### src/rtl/arith_pkg.sv
`default_nettype none
// +----------------------------------------------------------------------+
// | arith_pkg: shared types and sizing helpers for the serial arithmetic |
// | path.                                                    Rev 1.0     |
// +----------------------------------------------------------------------+
package arith_pkg;

  typedef enum logic [1:0] {
    IDLE = 2'd0,
    RUN  = 2'd1,
    DONE = 2'd2
  } serial_add_state_t;

  // Number of digit steps needed to cover the whole operand.
  function automatic int cycle_count(input int width, input int digit);
    return width / digit;
  endfunction

  // Step counter width; a single-step adder still needs a 1-bit counter.
  function automatic int counter_width(input int n);
    return (n > 1) ? $clog2(n) : 1;
  endfunction

endpackage
`default_nettype wire

### src/rtl/serial_adder_fulladd.sv
`default_nettype none
// +----------------------------------------------------------------------+
// | halfadd / fulladd: one-bit adder cells used by the serial adder.     |
// |                                                          Rev 1.0     |
// +----------------------------------------------------------------------+
module halfadd (
  input  logic a,
  input  logic b,
  output logic s,
  output logic c
);

  assign s = a ^ b;
  assign c = a & b;

endmodule

module fulladd (
  input  logic a,
  input  logic b,
  input  logic ci,
  output logic s,
  output logic co
);

  logic w_s0;
  logic w_c0;
  logic w_c1;

  halfadd u_ha0 (
    .a (a),
    .b (b),
    .s (w_s0),
    .c (w_c0)
  );

  halfadd u_ha1 (
    .a (w_s0),
    .b (ci),
    .s (s),
    .c (w_c1)
  );

  assign co = w_c0 | w_c1;

endmodule
`default_nettype wire

### src/rtl/serial_adder.sv
`default_nettype none
// +----------------------------------------------------------------------+
// | serial_adder: multi-cycle add/subtract, DIGIT bits per clock, LSB    |
// | first, valid/ready on both sides, returns s/c/v/z.       Rev 1.0     |
// +----------------------------------------------------------------------+
module serial_adder
  import arith_pkg::*;
#(
  parameter int WIDTH = 16,
  parameter int DIGIT = 1
) (
  input  logic             clk,
  input  logic             rst,
  input  logic             in_valid,
  output logic             in_ready,
  input  logic [WIDTH-1:0] in1,
  input  logic [WIDTH-1:0] in2,
  input  logic             sub,
  input  logic             cin,
  output logic             out_valid,
  input  logic             out_ready,
  output logic [WIDTH-1:0] s,
  output logic             c,
  output logic             v,
  output logic             z
);

  localparam int N     = cycle_count(WIDTH, DIGIT);
  localparam int CNT_W = counter_width(N);
  localparam logic [CNT_W-1:0] C_LAST = CNT_W'(N - 1);

  serial_add_state_t r_state;
  serial_add_state_t w_state_next;

  logic [WIDTH-1:0] r_a;
  logic [WIDTH-1:0] r_b;
  logic [WIDTH-1:0] r_part;
  logic             r_carry;
  logic [CNT_W-1:0] r_cnt;

  logic [WIDTH-1:0] r_s;
  logic             r_c;
  logic             r_v;
  logic             r_z;

  logic [DIGIT:0]   w_carry;
  logic [DIGIT-1:0] w_digit;
  logic [WIDTH-1:0] w_part_next;
  logic             w_accept;
  logic             w_run;
  logic             w_last;

  assign in_ready  = (r_state == IDLE);
  assign out_valid = (r_state == DONE);
  assign s         = r_s;
  assign c         = r_c;
  assign v         = r_v;
  assign z         = r_z;

  assign w_accept = in_valid && (r_state == IDLE);
  assign w_run    = (r_state == RUN);
  assign w_last   = w_run && (r_cnt == C_LAST);

  // Ripple of DIGIT full-adder cells fed from the low end of the operand shifters.
  assign w_carry[0] = r_carry;

  for (genvar i = 0; i < DIGIT; i++) begin : g_cell
    fulladd u_fa (
      .a  (r_a[i]),
      .b  (r_b[i]),
      .ci (w_carry[i]),
      .s  (w_digit[i]),
      .co (w_carry[i+1])
    );
  end

  // New digit enters from the top so the last step leaves the result aligned.
  assign w_part_next = (r_part >> DIGIT) | (WIDTH'(w_digit) << (WIDTH - DIGIT));

  always_comb begin
    w_state_next = r_state;
    case (r_state)
      IDLE:    if (in_valid)  w_state_next = RUN;
      RUN:     if (w_last)    w_state_next = DONE;
      DONE:    if (out_ready) w_state_next = IDLE;
      default:                w_state_next = IDLE;
    endcase
  end

  always_ff @(posedge clk) begin
    if (rst) begin
      r_state <= IDLE;
      r_a     <= '0;
      r_b     <= '0;
      r_part  <= '0;
      r_carry <= 1'b0;
      r_cnt   <= '0;
      r_s     <= '0;
      r_c     <= 1'b0;
      r_v     <= 1'b0;
      r_z     <= 1'b0;
    end else begin
      r_state <= w_state_next;
      if (w_accept) begin
        r_a     <= in1;
        r_b     <= sub ? ~in2 : in2;
        r_carry <= sub ? 1'b1 : cin;
        r_cnt   <= '0;
      end else if (w_run) begin
        r_a     <= r_a >> DIGIT;
        r_b     <= r_b >> DIGIT;
        r_carry <= w_carry[DIGIT];
        r_part  <= w_part_next;
        r_cnt   <= w_last ? '0 : r_cnt + CNT_W'(1);
      end
      // Final step holds bit WIDTH-1 in the top cell, so its carry-in/out give v.
      if (w_last) begin
        r_s <= w_part_next;
        r_c <= w_carry[DIGIT];
        r_v <= w_carry[DIGIT-1] ^ w_carry[DIGIT];
        r_z <= (w_part_next == '0);
      end
    end
  end

endmodule
`default_nettype wire

### config.mk
export PLATFORM = sky130hd
export DESIGN_NAME = serial_adder
export DESIGN_NICKNAME = d
export VERILOG_FILES = /design/src/rtl/arith_pkg.sv /design/src/rtl/serial_adder_fulladd.sv /design/src/rtl/serial_adder.sv
export SDC_FILE = /design/constraint.sdc
export NUM_CORES = 1
export LEC_CHECK = 0
export ABC_AREA = 1
export CAP_MARGIN = 20
export CORE_ASPECT_RATIO = 0.7
export CORE_UTILIZATION = 52
export DETAILED_ROUTE_END_ITERATION = 8
export PLACE_DENSITY = 0.8
export SLEW_MARGIN = 20
export SYNTH_ARGS = -nofsm -noshare
export SYNTH_HDL_FRONTEND = slang
export SYNTH_HIERARCHICAL = 1
export SYNTH_SLANG_ARGS = --single-unit
export TNS_END_PERCENT = 100
### constraint.sdc
create_clock -name clk -period 1.9 [get_ports clk]
set_clock_uncertainty 0.15 [all_clocks]
set_input_delay 0.38 -clock clk [delete_from_list [all_inputs] [get_ports clk]]
set_output_delay 0.38 -clock clk [all_outputs]
set_load 0.02 [all_outputs]
==> implementation parameters, run 1 <==
Parameter                              Value

Clock network
  Clock latency of the later-clocked register in the worst-skew pair ... around 0.35 ns
  Clock buffer count from CTS ... 9
  Number of clock sinks ... between 70 and 80
  CTS Root Buffer Type ... sky130_fd_sc_hd__clkbuf_8
  Clock tree from TritonCTS ... built
  H-Tree Depth ... 3
  Clock transition at path regs ... 0.08 ns
  Clock tree buffer depth ... 2

STA
  Clock period minus worst slack ... 1.84 ns
  Post-route setup slack ... roughly 0.061 ns
  Number of max-slew violations in the final report ... 0
  Final Setup Violations ... 0
  Post-route fraction of the period consumed by the critical path ... 0.968
  Setup tns final ... 0 ns
  Number of failing hold endpoints at the final stage ... 0
  Slew @ Worst Pin ... between 0.3 and 0.4 ns
  Setup repair after global routing missed its margin ... no
  Max Freq ... 544 MHz
  Worst slew margin relative to its limit ... 0.789

Finish
  Area used by multi-input combinational logic ... approximately 0.0015 mm2
  Final design area excluding fillers ... 0.00407 mm2
  Register area ... approximately 0.0015 mm2
  Total of fill cells in the finished design ... roughly 480
  Final-stage net count ... roughly 560
  Layout Area Growth over Synthesis ... 27.7%
  Non-filler cells, final ... 600
  Commonest cells after routing, fill and taps aside ... 147 x sky130_fd_sc_hd__nand2_1, 73 x sky130_fd_sc_hd__dfxtp_1, 57 x sky130_fd_sc_hd__nor2_1
  Most common cell after layout, fill and taps aside ... sky130_fd_sc_hd__nand2_1
  Inserted Diodes ... 0
  Layout cell share with drive strength beyond 1 ... 0.0914

Setup path
  Maximum fanout count along the critical path ... 2
  Worst path bufs/invs ... 1
  Worst setup path category ... flip-flop to output port
  Critical path's top delay family ... buffers and inverters
  Series of cell instances along the critical path ... clkdlybuf4s50_1
  CP Depth ... 1
  Category of the worst setup path capture point ... output port
  Crit start category ... flip-flop
  Crit path largest cell delay ... 0.61 ns
  CP Data Required Time ... roughly 1.4 ns
  Worst Reg2Reg Path Length in Cells ... 8
  Worst Path Arrival ... between 1 and 1.5 ns
  Worst path slowest cell ... sky130_fd_sc_hd__clkdlybuf4s50_1

Detailed routing
  Post-DRT Antenna Nets ... 0
  Wirelength, routed ... 7.26 mm
  Drt first pass iters ... 5
  Detailed-route via count ... 3016
  Number of DRC violations after detailed routing ... 0
  1st-iter DRT viols ... 210
  Average wire length per cell after detail routing ... roughly 12 um
  Ratio of routed vias to standard cells ... a little over 5

Floorplanning
  Initial Util ... 0.548
  Number of top-level pins ... 59
  Chip width ... about 96 um
  Number of rows in the core area ... 23
  Floorplan die area ... about 0.0064 mm2
  Vertical extent of the die ... slightly below 70 um
  Area of the core ... 0.00581 mm2

Placement
  Worst slack after detailed placement ... roughly 0.075 ns
  Placed cell count ... 584
  IO buf count ... 58
  Detail Placement HPWL ... ~4.8 mm
  GPL Wtd Cong ... 0.779
  Placement-stage cell area ... around 0.0039 mm2

Power and ir drop
  Power consumption ... 0.00331 W
  Pwr/cell area ... roughly 810 mW/mm2
  Leakage Power ... 1.67 nW
  Largest voltage drop on the vdd net ... 0.459 mV

Hold path
  Min-Delay Path Depth ... 2
  Hold Path Class ... flip-flop to flip-flop

Synth
  Synthesized net count ... between 500 and 600
  Cell Area, Synth ... 0.00319 mm2
  Sequential element share of the synthesized area ... 0.459
  Yosys Warn Count ... 6
  Average cell area after synthesis ... 6.90 um2
  Register bit count reported by yosys ... 73
  Number of distinct library cells after synthesis ... 22
  Number of standard cells after synthesis ... around 460

GRT
  Wire length of the first global-routing pass ... between 10 and 15 mm
  Initial antenna violation count ... 0
  Vias in the first global route ... around 2700
  Global-route total usage across every layer ... 0.247
  Largest net degree at the start of global routing ... 34
  Total overflow reported by the global router ... 0

Flow run
  Max Cap Viol ... 0

Outcome
  Result of the run ... finished clean
## report_power, final
group          total (W)  switching, W  internal (W)
clock            0.00119      0.000589      0.000603
combinational   0.000449      0.000245      0.000204
sequential       0.00167     0.0000571       0.00161
total            0.00331      0.000890       0.00242
## cell type report
cell class / instances / area share
multi-input combinational: 328 / 0.362
sequential: 73 / 0.359
timing repair buffer: 73 / 0.175
inverter: 35 / 0.0323
clock buffer: 9 / 0.0305
tap: 75 / 0.0231
clock inverter: 7 / 0.0175
## worst paths after layout
kind / slack (ns) / start / endpoint
setup / recovery: 0.06 / s[13]$_SDFFE_PP0N_ / s[13]
hold / removal: 0.31 / s[8]$_SDFFE_PP0N_ / s[8]$_SDFFE_PP0N_
setup reg to reg: 0.27 / r_state[0]$_SDFFE_PP0P_ / r_b[11]$_SDFFE_PP0P_
hold reg to reg: 0.31 / s[8]$_SDFFE_PP0N_ / s[8]$_SDFFE_PP0N_
## Yosys cell counts, drive strengths merged
master    n  area share
nand2   148        0.18
dfxtp    73        0.46
nor2     59       0.073
a21oi    39       0.061
inv      35       0.041
nand3    32       0.050
o21ai    17       0.028
a31oi    15       0.029
clkbuf   14       0.016
buf      12       0.021
or2       9       0.018
ha        3       0.012
xor2      3      0.0082
a211oi    2      0.0063
nor3      1      0.0016
## logic make-up (layout without fill, tap and decap cells)
logic type               Yosys count  after routing  synth area share
AO/OA/AOI/OAI                     73             73             0.125
flip-flops                        73             73             0.459
buffers and inverters             61            124            0.0789
XOR/XNOR                           3              3           0.00825
AND/OR/NAND/NOR                  249            249             0.317
adder cells (fa/ha/maj)            3              3            0.0118
## registers in the layout (all words and copies together), names as in the netlist
register and count:
v 1, z 1, r_carry 1, c 1, r_a 16, r_b 16, r_cnt 4, r_state 2
s 16, r_part 15
## routing by layer
layer  part of all wire  vias to the layer above  track usage  wire [um]
met1               0.51                     1344        0.342       3690
li1                   -                     1577            -          -
met2               0.42                       87        0.379       3080
met3              0.059                        8       0.0676        428
met4             0.0090                        0       0.0728         65
met5                  0                        -            0          0
## repair_timing
item	in CTS	in global routing
hold buffers	0	0
resized for setup	3	1
setup buffers	0	0
endpoints found under the setup margin	2	1
## metrics by stage
step,util,hold slack [ns]
after floorplan,-,0.295
after global placement,0.667,0.300
after detailed placement,0.667,0.302
after CTS,0.700,0.318
after global routing,0.700,0.328
final,0.700,0.315
(Power assumes the default switching activity.)
==> run 2: changes to the inputs <==
--- a/config.mk
+++ b/config.mk
@@ -7,10 +7,13 @@
 export LEC_CHECK = 0
 export ABC_AREA = 1
 export CAP_MARGIN = 20
+export CELL_PAD_IN_SITES_DETAIL_PLACEMENT = 0
+export CELL_PAD_IN_SITES_GLOBAL_PLACEMENT = 1
 export CORE_ASPECT_RATIO = 0.7
-export CORE_UTILIZATION = 52
+export CORE_UTILIZATION = 38
+export CTS_BUF_LIST = sky130_fd_sc_hd__clkbuf_2 sky130_fd_sc_hd__clkbuf_4 sky130_fd_sc_hd__clkbuf_8
 export DETAILED_ROUTE_END_ITERATION = 8
-export PLACE_DENSITY = 0.8
+export PLACE_DENSITY = 0.87
 export SLEW_MARGIN = 20
 export SYNTH_ARGS = -nofsm -noshare
 export SYNTH_HDL_FRONTEND = slang
==> implementation parameters, run 2 (synthesis gave the netlist of run 1 again) <==
Parameter                              Value

Outcome
  Result of the run ... finished with violations (was finished clean)
  Violated checks ... design-rule violations

Floorplanning
  Initial Util ... 0.398 (was 0.548)
  Floorplan die area ... 0.00876 mm2 (was 0.00645 mm2)
  Vertical extent of the die ... 78.6 um (was 67.5 um)
  Chip width ... 111 um (was 95.6 um)
  Area of the core ... 0.00801 mm2 (was 0.00581 mm2)
  Number of top-level pins ... 59 (unchanged)
  Number of rows in the core area ... 27 (was 23)

Detailed routing
  Wirelength, routed ... 7.25 mm (was 7.26 mm)
  Post-DRT Antenna Nets ... 0 (unchanged)
  Ratio of routed vias to standard cells ... 4.73 (was 5.03)
  Average wire length per cell after detail routing ... 11.5 um (was 12.1 um)
  Number of DRC violations after detailed routing ... 6 (was 0)
  1st-iter DRT viols ... 138 (was 210)
  Detailed-route via count ... 2977 (was 3016)
  Drt first pass iters ... 6 (was 5)

STA
  Slew @ Worst Pin ... 0.343 ns (was 0.316 ns)
  Final Setup Violations ... 0 (unchanged)
  Number of max-slew violations in the final report ... 0 (unchanged)
  Number of failing hold endpoints at the final stage ... 0 (unchanged)
  Post-route setup slack ... 0.0703 ns (was 0.0609 ns)
  Worst slew margin relative to its limit ... 0.771 (was 0.789)
  Clock period minus worst slack ... 1.83 ns (was 1.84 ns)
  Setup repair after global routing missed its margin ... no (unchanged)
  Setup tns final ... 0 ns (unchanged)
  Max Freq ... 547 MHz (was 544 MHz)
  Post-route fraction of the period consumed by the critical path ... 0.963 (was 0.968)

Power and ir drop
  Largest voltage drop on the vdd net ... 0.392 mV (was 0.459 mV)
  Net switching power ... 0.000877 W (was 0.000890 W)
  Switch share ... 0.266 (was 0.269)
  Power consumption ... 0.00330 W (was 0.00331 W)
  Clock network fraction of design power ... 0.360 (about the same)
  Leakage Power ... 1.68 nW (was 1.67 nW)
  Combinational share of power ... 0.135 (was 0.136)
  Design internal power ... 0.00242 W (about the same)
  Fraction of power consumed by sequential logic ... 0.505 (was 0.504)
  Pwr/cell area ... 800 mW/mm2 (was 813 mW/mm2)

Finish
  Inserted Diodes ... 0 (unchanged)
  Final design area excluding fillers ... 0.00412 mm2 (was 0.00407 mm2)
  Final-stage net count ... 565 (was 561)
  Total of fill cells in the finished design ... 790 (was 476)
  Layout Area Growth over Synthesis ... 29.4% (was 27.7%)
  Commonest cells after routing, fill and taps aside ... 147 x sky130_fd_sc_hd__nand2_1, 73 x sky130_fd_sc_hd__dfxtp_1, 57 x sky130_fd_sc_hd__nor2_1 (unchanged)
  Layout cell share with drive strength beyond 1 ... 0.0964 (was 0.0914)
  Most common cell after layout, fill and taps aside ... sky130_fd_sc_hd__nand2_1 (unchanged)
  Util after Layout ... 0.515 (was 0.700)

GRT
  Wire length of the first global-routing pass ... 12.6 mm (was 12.1 mm)
  Largest net degree at the start of global routing ... 34 (unchanged)
  Vias in the first global route ... 2758 (was 2673)
  Global-route total usage across every layer ... 0.179 (was 0.247)
  Initial antenna violation count ... 0 (unchanged)
  Total overflow reported by the global router ... 0 (unchanged)

Setup path
  Maximum fanout count along the critical path ... 2 (unchanged)
  Register-to-register setup slack ... 0.22 ns (was 0.27 ns)
  Category of the worst setup path capture point ... output port (unchanged)
  Crit path largest cell delay ... 0.61 ns (about the same)
  Worst setup path category ... flip-flop to output port (unchanged)
  Worst path bufs/invs ... 1 (unchanged)
  Worst Path Arrival ... 1.30 ns (was 1.31 ns)
  Crit start category ... flip-flop (unchanged)
  Series of cell instances along the critical path ... clkdlybuf4s50_1 (unchanged)
  CP Data Required Time ... 1.37 ns (about the same)
  Worst path slowest cell ... sky130_fd_sc_hd__clkdlybuf4s50_1 (unchanged)
  Critical path's top delay family ... buffers and inverters (unchanged)

Flow run
  Max Cap Viol ... 0 (unchanged)

Clock network
  Clock tree from TritonCTS ... built (unchanged)
  Clock latency of the later-clocked register in the worst-skew pair ... 0.34 ns (was 0.35 ns)
  H-Tree Depth ... 3 (unchanged)
  Clock transition at path regs ... 0.08 ns (about the same)
  Number of clock sinks ... 73 (unchanged)
  Post-CTS Hold Fix Bufs ... 0 (unchanged)
  CTS Root Buffer Type ... sky130_fd_sc_hd__clkbuf_8 (unchanged)
  Clock tree buffer depth ... 2 (unchanged)
  Clock buffer count from CTS ... 9 (unchanged)

Placement
  Worst slack after detailed placement ... 0.0506 ns (was 0.0753 ns)
  Placement-stage cell area ... 0.00393 mm2 (was 0.00388 mm2)
  GPL Wtd Cong ... 0.773 (was 0.779)
  Detail Placement HPWL ... 5.17 mm (was 4.79 mm)
  IO buf count ... 58 (unchanged)

Hold path
  Hold Path Class ... flip-flop to flip-flop (unchanged)
[run 2: changes by cell type in the layout (fill, tap and decap cells not counted)]
cell / before / now
sky130_fd_sc_hd__buf_4: 13 / 18
sky130_fd_sc_hd__buf_12: 2 / 1
sky130_fd_sc_hd__clkbuf_2: 1 / 0
sky130_fd_sc_hd__clkdlybuf4s15_1: 0 / 1
[run 2: routing by layer]
layer  share of wire  vias up  GRT usage  wire (um)
met2            0.42       69      0.278       3030
met1            0.52     1313      0.247       3780
met4          0.0043        0     0.0486         31
li1                -     1591          -          -
met3           0.056        4     0.0463        406
met5               0        -          0          0
[run 2: repair_timing]
item | in CTS | in global routing
setup endpoints to repair | 2 | 1
cloned | 0 | 0
buffers inserted | 0 | 0
resized for setup | 2 | 1
hold endpoints to repair | 0 | 0
[run 2: worst register-to-register path: cells and delay by family, from the launching register on]
kind	cells	cell delay (ns)
AND/OR/NAND/NOR	3	0.36
buffers and inverters	3	0.61
AO/OA/AOI/OAI	1	0.17
flip-flops	1	0.32
[run 2: cell type report]
cell class	instances	area [um2]	share of cell area
timing repair buffer	77	734	0.178
tap	101	126	0.0307
multi-input combinational	328	1470	0.357
sequential	73	1460	0.355
clock inverter	7	71.3	0.0173
clock buffer	9	124	0.0301
inverter	35	131	0.0319
[run 2: final timing paths]
| check | startpoint | end | cells past startpoint |
|---|---|---|---|
| worst max register to register | r_state[1]$_SDFFE_PP0P_ | r_b[13]$_SDFFE_PP0P_ | 7 |
| worst max-delay path | s[13]$_SDFFE_PP0N_ | s[13] | 1 |
| worst min-delay path | s[6]$_SDFFE_PP0N_ | s[6]$_SDFFE_PP0N_ | 2 |
| worst min register to register | s[6]$_SDFFE_PP0N_ | s[6]$_SDFFE_PP0N_ | 2 |
[run 2: power by group through the flow]
stage          combinational (W)  sequential (W)  clock (W)
6_report                0.000445         0.00166    0.00119
5_1_grt                 0.000509         0.00168    0.00129
4_1_cts                 0.000451         0.00166    0.00122
3_5_place_dp            0.000450         0.00170          0
3_3_place_gp            0.000442         0.00170          0
2_1_floorplan           0.000277         0.00169          0
[run 2: through the flow]
| step | instances | hold slack (ns) |
|---|---|---|
| floorplan | 462 | 0.295 |
| global placement | 614 | 0.304 |
| detailed placement | 614 | 0.304 |
| CTS | 630 | 0.316 |
| global route | 630 | 0.335 |
| finish | 630 | 0.313 |
